--- config.mk ---
export PLATFORM = sky130hd
export DESIGN_NAME = spectrum_bar_stage
export DESIGN_NICKNAME = d
export VERILOG_FILES = /design/src/rtl/fft_vis_pkg.sv /design/src/rtl/fft_mag_approx.sv /design/src/rtl/spectrum_bar_stage.sv
export SDC_FILE = /design/constraint.sdc
export NUM_CORES = 2
export LEC_CHECK = 0
export CAP_MARGIN = 5
export CELL_PAD_IN_SITES_DETAIL_PLACEMENT = 0
export CELL_PAD_IN_SITES_GLOBAL_PLACEMENT = 1
export CORE_MARGIN = 2
export CORE_UTILIZATION = 39
export DETAILED_ROUTE_END_ITERATION = 12
export HOLD_SLACK_MARGIN = 0.15
export PLACE_DENSITY = 0.75
export SLEW_MARGIN = 20
export SYNTH_ARGS = -nofsm -noshare
export SYNTH_HDL_FRONTEND = slang
export SYNTH_HIERARCHICAL = 1
export SYNTH_SLANG_ARGS = --single-unit
--- constraint.sdc ---
create_clock -name clk -period 9.9 [get_ports clk]
set_input_delay 1.485 -clock clk [delete_from_list [all_inputs] [get_ports clk]]
set_output_delay 1.485 -clock clk [all_outputs]
set_load 0.02 [all_outputs]
--- src/rtl/fft_vis_pkg.sv ---
// Shared types and constants for the FFT visualizer back end.
package fft_vis_pkg;

    localparam int unsigned NBINS_DEF = 16;
    localparam int unsigned LVL_W     = 5;
    localparam int unsigned LVL_MAX   = 16;
    localparam int unsigned MAG_W     = 17;

    typedef struct packed {
        logic signed [15:0] re;
        logic signed [15:0] im;
    } cplx_t;

    typedef logic [LVL_W-1:0] level_t;

    typedef enum logic [1:0] {
        IDLE,
        CALC,
        PUBLISH
    } state_t;

endpackage

--- src/rtl/fft_mag_approx.sv ---
// Combinational alpha-max/beta-min magnitude (max + min/2) and log2 bar level of one bin.
module fft_mag_approx
    import fft_vis_pkg::*;
(
    input  cplx_t            bin,
    output logic [MAG_W-1:0] mag_c,
    output level_t           level_c
);

    logic [MAG_W-1:0] abs_re;
    logic [MAG_W-1:0] abs_im;
    logic [MAG_W-1:0] mx;
    logic [MAG_W-1:0] mn;
    level_t           lvl_raw;

    // 17-bit abs so that -32768 maps to 32768
    always_comb begin
        abs_re = bin.re[15] ? (~{bin.re[15], bin.re} + MAG_W'(1)) : {1'b0, bin.re};
        abs_im = bin.im[15] ? (~{bin.im[15], bin.im} + MAG_W'(1)) : {1'b0, bin.im};
        mx     = (abs_re > abs_im) ? abs_re : abs_im;
        mn     = (abs_re > abs_im) ? abs_im : abs_re;
        mag_c  = mx + (mn >> 1);
    end

    // Level is the index of the highest set bit plus one, clamped to LVL_MAX
    always_comb begin
        lvl_raw = '0;
        for (int i = 0; i < int'(MAG_W); i++) begin
            if (mag_c[i]) begin
                lvl_raw = LVL_W'(i + 1);
            end
        end
        level_c = (lvl_raw > level_t'(LVL_MAX)) ? level_t'(LVL_MAX) : lvl_raw;
    end

endmodule

--- src/rtl/spectrum_bar_stage.sv ---
// Captures one FFT frame, converts bins to bar levels one per cycle with peak-hold/decay,
// then publishes the complete set of bars in a single cycle.
module spectrum_bar_stage
    import fft_vis_pkg::*;
#(
    parameter int unsigned NBINS        = NBINS_DEF,
    parameter int unsigned DECAY_FRAMES = 4
) (
    input  logic                   clk,
    input  logic                   rst_n,
    input  logic                   f_valid,
    input  logic [NBINS*32-1:0]    f_bins,
    output logic [NBINS*LVL_W-1:0] bars,
    output logic                   bars_valid,
    output logic                   busy,
    output logic [7:0]             drop_cnt
);

    localparam int unsigned IDX_W  = (NBINS > 1) ? $clog2(NBINS) : 1;
    localparam int unsigned FCNT_W = (DECAY_FRAMES > 1) ? $clog2(DECAY_FRAMES) : 1;
    localparam int unsigned BAR_W  = NBINS * LVL_W;

    state_t            state_q, state_d;
    logic [IDX_W-1:0]  idx_q, idx_d;
    logic [FCNT_W-1:0] fcnt_q, fcnt_d;
    logic [7:0]        drop_q, drop_d;
    logic [BAR_W-1:0]  bars_q, bars_d;
    logic              bars_valid_q, bars_valid_d;
    logic              busy_q, busy_d;
    cplx_t             cap_q  [NBINS];
    cplx_t             cap_d  [NBINS];
    level_t            held_q [NBINS];
    level_t            held_d [NBINS];
    level_t            work_q [NBINS];
    level_t            work_d [NBINS];

    logic [MAG_W-1:0]  mag_c;
    level_t            level_c;
    level_t            lvl_c;
    level_t            held_cur_c;
    level_t            decayed_c;
    level_t            new_held_c;
    logic              tick_c;

    fft_mag_approx u_mag (
        .bin     (cap_q[idx_q]),
        .mag_c   (mag_c),
        .level_c (level_c)
    );

    // Peak-hold with decay on the frame where the frame counter wraps
    always_comb begin
        tick_c     = (fcnt_q == FCNT_W'(DECAY_FRAMES - 1));
        lvl_c      = (mag_c == '0) ? '0 : level_c;
        held_cur_c = held_q[idx_q];
        decayed_c  = (tick_c && (held_cur_c != '0)) ? (held_cur_c - level_t'(1)) : held_cur_c;
        new_held_c = (lvl_c > decayed_c) ? lvl_c : decayed_c;
    end

    always_comb begin
        state_d      = state_q;
        idx_d        = idx_q;
        fcnt_d       = fcnt_q;
        drop_d       = drop_q;
        bars_d       = bars_q;
        bars_valid_d = 1'b0;
        cap_d        = cap_q;
        held_d       = held_q;
        work_d       = work_q;

        unique case (state_q)
            IDLE: begin
                if (f_valid) begin
                    for (int i = 0; i < int'(NBINS); i++) begin
                        cap_d[i] = cplx_t'(f_bins[32*i +: 32]);
                    end
                    idx_d   = '0;
                    state_d = CALC;
                end
            end
            CALC: begin
                held_d[idx_q] = new_held_c;
                work_d[idx_q] = new_held_c;
                if (idx_q == IDX_W'(NBINS - 1)) begin
                    state_d = PUBLISH;
                end else begin
                    idx_d = idx_q + IDX_W'(1);
                end
            end
            PUBLISH: begin
                for (int i = 0; i < int'(NBINS); i++) begin
                    bars_d[LVL_W*i +: LVL_W] = work_q[i];
                end
                bars_valid_d = 1'b1;
                fcnt_d       = tick_c ? '0 : (fcnt_q + FCNT_W'(1));
                state_d      = IDLE;
            end
            default: state_d = IDLE;
        endcase

        // Frames arriving outside IDLE are lost; count them, saturating
        if (f_valid && (state_q != IDLE) && (drop_q != 8'hFF)) begin
            drop_d = drop_q + 8'd1;
        end

        busy_d = (state_d != IDLE);
    end

    always_ff @(posedge clk or negedge rst_n) begin
        if (!rst_n) begin
            state_q      <= IDLE;
            idx_q        <= '0;
            fcnt_q       <= '0;
            drop_q       <= '0;
            bars_q       <= '0;
            bars_valid_q <= 1'b0;
            busy_q       <= 1'b0;
            for (int i = 0; i < int'(NBINS); i++) begin
                cap_q[i]  <= '0;
                held_q[i] <= '0;
                work_q[i] <= '0;
            end
        end else begin
            state_q      <= state_d;
            idx_q        <= idx_d;
            fcnt_q       <= fcnt_d;
            drop_q       <= drop_d;
            bars_q       <= bars_d;
            bars_valid_q <= bars_valid_d;
            busy_q       <= busy_d;
            cap_q        <= cap_d;
            held_q       <= held_d;
            work_q       <= work_d;
        end
    end

    assign bars       = bars_q;
    assign bars_valid = bars_valid_q;
    assign busy       = busy_q;
    assign drop_cnt   = drop_q;

endmodule

# After elaboration in Yosys (flattened, before gate mapping)
# Index checks and enable logic that the tools add are counted.
# word_totals
mem_bits_rw	0
mem_bits_ro	0
word_cells	148
latchBits	0
out_inout_bits	90
n_memories	0
register_bits	770
# classes
add_sub_neg	7
shifts	0
muxes	43
n_div	0
reduce_logical	12
n_bitwise	3
magnitude_cmp	5
multipliers	0
n_eq_ne	7
# ops
op	count
80-bit bitwise mux	2
32-bit binary-select mux with 4-bit select	1
5-bit two-way mux	23
17-bit two-way mux	4
32-bit two-way mux	2
17-bit by 1-bit adder with 17-bit output (second input constant)	2
17-bit NOT	2
5-bit binary-select mux with 4-bit select	1
5-bit demux with 4-bit select	1
17-bit by 16-bit adder with 17-bit output	1
17-bit > comparator	1
17-bit zero test	1
8-bit by 1-bit adder with 8-bit output (second input constant)	1
4-bit two-way mux	2
8-bit inequality test (second input constant)	1
4-bit case mux with 2 select lines	1
2-bit two-way mux	3
2-bit nonzero test	3
5-bit greater-or-equal comparator (second input constant)	1
5-bit > comparator	1
5-bit > comparator (second input constant)	1
5-bit by 1-bit < comparator with 1-bit output (second input constant)	1
4-bit NOT with 5-bit output	1
5-bit nonzero test	1
13 further kinds	19

# Logic depth before layout (Yosys ltp)
# logic_depth
word_depth	33
ltp_mapped	46
mapped_depth_nobuf	38

# By module
# The synthesis kept the hierarchy.
# modules_own_cells
module	seq_area_each_um2	cells_per_inst	area_per_inst_um2	n_inst
spectrum_bar_stage	17266.6	2059	30586.8	1
fft_mag_approx	0.0	305	2217.1	1

# Worst setup path before layout
# Ideal clock, no wire load.
# synth_path
path_kind	reg2reg
startpoint	register idx_q[0]
endpoint	register held_q[43] (netlist name)
setup_slack_ps	-83
path_buffers	8
t_required_ps	9808
arrival_time_ps	9891
path_stages_with_launch	47
path_cell_list	dfrtp_1 -> buf_6 -> buf_12 -> buf_6 -> buf_2 -> buf_1 -> mux4_2 -> mux4_2 -> inv_1 -> ha_1 -> nand2_1 -> or3_1 -> nand2b_1 -> o41ai_1 -> xor2_1 -> inv_1 -> ha_1 -> nand4_1 -> [... 11 more ...] -> o2111ai_2 -> o211a_1 -> xor2_1 -> inv_1 -> nor4_1 -> nand4_1 -> nor4_1 -> nor2b_1 -> ha_1 -> nor2b_1 -> o21a_1 -> o21ai_0 -> a221oi_1 -> and2_0 -> clkbuf_1 -> clkbuf_1 -> mux2i_1 -> o31ai_2
# synth_via
word_cells_on_any_way	50
cone_classes	4 x add/sub; 5 x order compare; 34 x mux; 3 x bitwise; 4 x reduce/logical
# synth_lines
item	line	source
start, declared	spectrum_bar_stage.sv:24	logic [IDX_W-1:0] idx_q, idx_d;
start signal, assigned	spectrum_bar_stage.sv:125	idx_q <= idx_d;
4-bit NOT with 5-bit output (implied by the code) *	spectrum_bar_stage.sv:46	.bin (cap_q[idx_q]),
32-bit binary-select mux with 4-bit select *	spectrum_bar_stage.sv:46	
32-bit two-way mux (implied by the code) * (2 in series)	spectrum_bar_stage.sv:46	
17-bit NOT (on tied branches)	fft_mag_approx.sv:18, fft_mag_approx.sv:19	
17-bit by 1-bit adder with 17-bit output (on tied branches)	fft_mag_approx.sv:18, fft_mag_approx.sv:19	
17-bit two-way mux (on tied branches)	fft_mag_approx.sv:18, fft_mag_approx.sv:19	
17-bit > comparator	fft_mag_approx.sv:20, fft_mag_approx.sv:21	
17-bit two-way mux (on tied branches)	fft_mag_approx.sv:20, fft_mag_approx.sv:21	
17-bit by 16-bit adder with 17-bit output *	fft_mag_approx.sv:22	mag_c = mx + (mn >> 1);
named net mag_c[12]	spectrum_bar_stage.sv:37	logic [MAG_W-1:0] mag_c;
5-bit two-way mux (5 in series)	fft_mag_approx.sv:29	if (mag_c[i]) begin
5-bit > comparator	fft_mag_approx.sv:33	level_c = (lvl_raw > level_t'(LVL_MAX)) ? level_t'(LVL_MAX) : lvl_raw;
5-bit two-way mux	fft_mag_approx.sv:33	
5-bit two-way mux *	spectrum_bar_stage.sv:54	lvl_c = (mag_c == '0) ? '0 : level_c;
5-bit > comparator	spectrum_bar_stage.sv:57	new_held_c = (lvl_c > decayed_c) ? lvl_c : decayed_c;
5-bit two-way mux *	spectrum_bar_stage.sv:57	
80-bit bitwise mux *	spectrum_bar_stage.sv:82	held_d[idx_q] = new_held_c;
end signal, assigned	spectrum_bar_stage.sv:132	held_q <= held_d;
end, declared	spectrum_bar_stage.sv:32	level_t held_q [NBINS];
# Mark *: on every way through the listed nets, which the timed path passes. The rest lies on a longest branch. The select of a mux whose other input is x is not followed.
# A chain may end at the register's enable or synchronous reset.

# Final worst setup path
# layout_path
startpoint	register idx_q[0]
endpoint	register held_q[56] (netlist name)
# Same word-level chain as after synthesis.

==> results.py <==
metrics = {
    "synthesis": {
        "synth_area_leaders": "dfrtp_1, mux2_2, mux4_2",
        "synthFlopType": "dfrtp_1",
        "post-synth-top-area-cell": "dfrtp_1",
        "synth_edf_count": 0,
        "synth_commonest_cells": "dfrtp_1, mux2_2, nand2_1",
        "ys_types": 76,
        "synth_warnings": 6,
        "ys_seq_area_share_pct": 52.6,
        "netlist_area_mm2": 0.0328,
        "syn_avg_cell_area_um2": 13.9,
        "ys_ff_latch": 690,
        "yosys.area.top_type_share_pct": 52.6,
        "yosysMostFrequentCell": "dfrtp_1",
        "synthArstFlopShare_pct": 100,
        "synthCells": 2364,
    },
    "sta": {
        "fin_ws_ps": 455,
        "fmax_ghz": 0.106,
        "worst_slew_pin_slew_ps": 1380,
        "period_needed_ps": 9440,
        "skew_ps": 44.0,
        "hold_viol": 0,
        "finalSetupViolCount": 0,
        "finalCritPeriodShare_pct": 95.4,
        "slew_viol_final": 0,
        "slew_headroom_pct": 8.20,
        "timing.setup.tns_ps": 0,
    },
    "placed_design": {
        "postPlaceCellArea_mm2": 0.0402,
        "port_buffers": 604,
        "gp_congestion": 0.856,
        "pre_cts_slack_ps": -203,
        "dp_hpwl_um": 75700,
    },
    "setup_path": {
        "arrival_ps": 9940,
        "cp.required_ps": 10400,
        "cp_num_buf_inv": 7,
        "crit_type": "flip-flop to flip-flop",
        "cp-end-kind": "flip-flop",
        "crit_fanout": 16,
        "cp_slowest_cell": "mux4_2",
        "cp_slowest_stage_delay_ps": 530,
        "crit_top_cell": "ha_1",
        "startpoint_type": "flip-flop",
        "critPathTopFamily": "compound AO/OA/AOI/OAI gates",
    },
    "route": {
        "postRouteAntennaNets": 0,
        "vias_per_cell": 5.30,
        "vias": 22100,
        "finalWirelength_um": 100000,
        "drc_errors": 0,
        "drtPass1Iterations": 4,
        "drtIter0Drc": 1157,
        "post_drt_wl_per_cell_um": 24.0,
    },
    "die": {
        "io_pins": 605,
        "die_area_mm2": 0.0864,
        "fp.dieW_um": 294,
        "fp.dieH_um": 294,
        "start_util_pct": 39.3,
        "core_area_mm2": 0.0834,
        "rows": 106,
    },
    "final_layout": {
        "area_delta_synth_final_pct": 32.2,
        "post-route-util_pct": 52.0,
        "stdcell_area_mm2": 0.0434,
        "drive_gt1_share_pct": 31.6,
        "final_nets": 3557,
    },
    "grt": {
        "grt_pass1_vias": 23700,
        "grt_first_pass_wirelength_um": 150000,
        "antenna_found_initial": 42,
        "grtUsageTotal_pct": 23.1,
        "grt-ovfl-total": 0,
        "grt_max_degree": 186,
    },
    "clock_tree": {
        "numCtsBuffers": 79,
        "tritoncts": "yes",
        "cts_root_buf": "clkbuf_16",
        "insertion_delay_ps": 650,
        "cts_max_level": 3,
        "cts-hold-fix-buffers": 0,
        "path_clk_slew_ps": 60,
        "clock-sinks": 690,
        "cts_buffer_depth": 3,
    },
    "job": {
        "maxCapViolations": 0,
    },
    "outcome": {
        "status": "completed",
    },
    "min_path": {
        "hold_class": "flip-flop to flip-flop",
    },
}
-- placed cells by master (no fill, tap or decap), types with 9 or more instances in the layout --
| cell type | n |
|---|---|
| a21oi_1 | 69 |
| buf_12 | 10 |
| buf_4 | 59 |
| clkbuf_1 | 14 |
| clkbuf_16 | 81 |
| clkbuf_8 | 14 |
| clkdlybuf4s50_1 | 603 |
| clkinv_2 | 21 |
| dfrtp_1 | 686 |
| diode_2 | 29 |
| ha_1 | 47 |
| inv_1 | 33 |
| mux2_1 | 10 |
| mux2_2 | 520 |
| mux2i_1 | 60 |
| mux4_2 | 178 |
| nand2_1 | 288 |
| nand2b_1 | 9 |
| nor2_1 | 90 |
| nor2b_1 | 14 |
| nor3_1 | 15 |
| o21ai_0 | 15 |
| o31ai_1 | 11 |
| o31ai_2 | 12 |
| xnor2_1 | 15 |
| xor2_1 | 30 |
-- per-stage QoR --
stage / std cells / hold slack [ps]
global placement: 3972 / 461
detailed placement: 3972 / 462
global route: 4161 / 505
CTS: 4124 / 476
floorplan: 2365 / 448
finish: 4168 / 469
-- worst paths after layout --
check / start / endpoint / slack, ps / cells after the start
max in group asynchronous: rst_n / cap_q[63]$_DFFE_PN0P_ / 6770 / 4
hold reg to reg: bars[19]$_DFFE_PN0P_ / bars[19]$_DFFE_PN0P_ / 470 / 2
min in group asynchronous: rst_n / cap_q[188]$_DFFE_PN0P_ / 870 / 1
setup reg to reg: idx_q[0]$_DFFE_PN0P_ / held_q[56]$_DFFE_PN0P_ / 460 / 42
hold / removal: bars[19]$_DFFE_PN0P_ / bars[19]$_DFFE_PN0P_ / 470 / 2
setup / recovery: idx_q[0]$_DFFE_PN0P_ / held_q[56]$_DFFE_PN0P_ / 460 / 42
-- worst min-delay path, cell delays in order, from the launching register on --
cell     delay, ps
dfrtp_1        340
nand2_1         50
nand2_1         50
-- per-layer routing --
layer	wire [um]	global-route usage, %	part of all wire, %	up-vias
met3	5750	6.08	5.8	160
met2	53900	41.4	54	554
met1	37800	26.7	38	11400
li1	-	-	-	9936
met4	2270	7.35	2.3	34
met5	217	0	0.22	-
-- sequential cells by signal (all words and copies together), names as in the netlist --
signal,flops
held_q,80
state_q,2
fcnt_q,2
drop_cnt,8
bars_valid,1
busy,1
cap_q,512
idx_q,4
bars,80
-- kinds of logic after synthesis --
logic type,count (synthesis),share of synthesized area (%)
DFF,690,52.6
adders and majority gates,48,1.85
xor gates and xnor gates,49,1.31
other,2,0.0229
AOI/OAI and AO/OA,168,3.62
and+or+nand+nor,470,6.16
muxes,769,32.3
buffers and inverters,168,2.11
-- layout make-up --
class / instances / area (um2)
Clock buffer: 108 / 2250
Sequential cell: 690 / 17300
Timing Repair Buffer: 682 / 6870
Inverter: 34 / 128
Tap cell: 1080 / 1350
Clock inverter: 38 / 438
Antenna cell: 29 / 72.6
Multi-Input combinational cell: 1507 / 15000
Fill cell: 7070 / 40100
-- what timing repair did --
action	CTS	global route
endpoints found under the setup margin	32	80
gates resized for setup	4	26
setup buffers	5	12
cloned	1	2
pin swaps	2	4
Power is not shown: default switching activity piles up to over one toggle a cycle in this logic, so the estimate is an artifact.
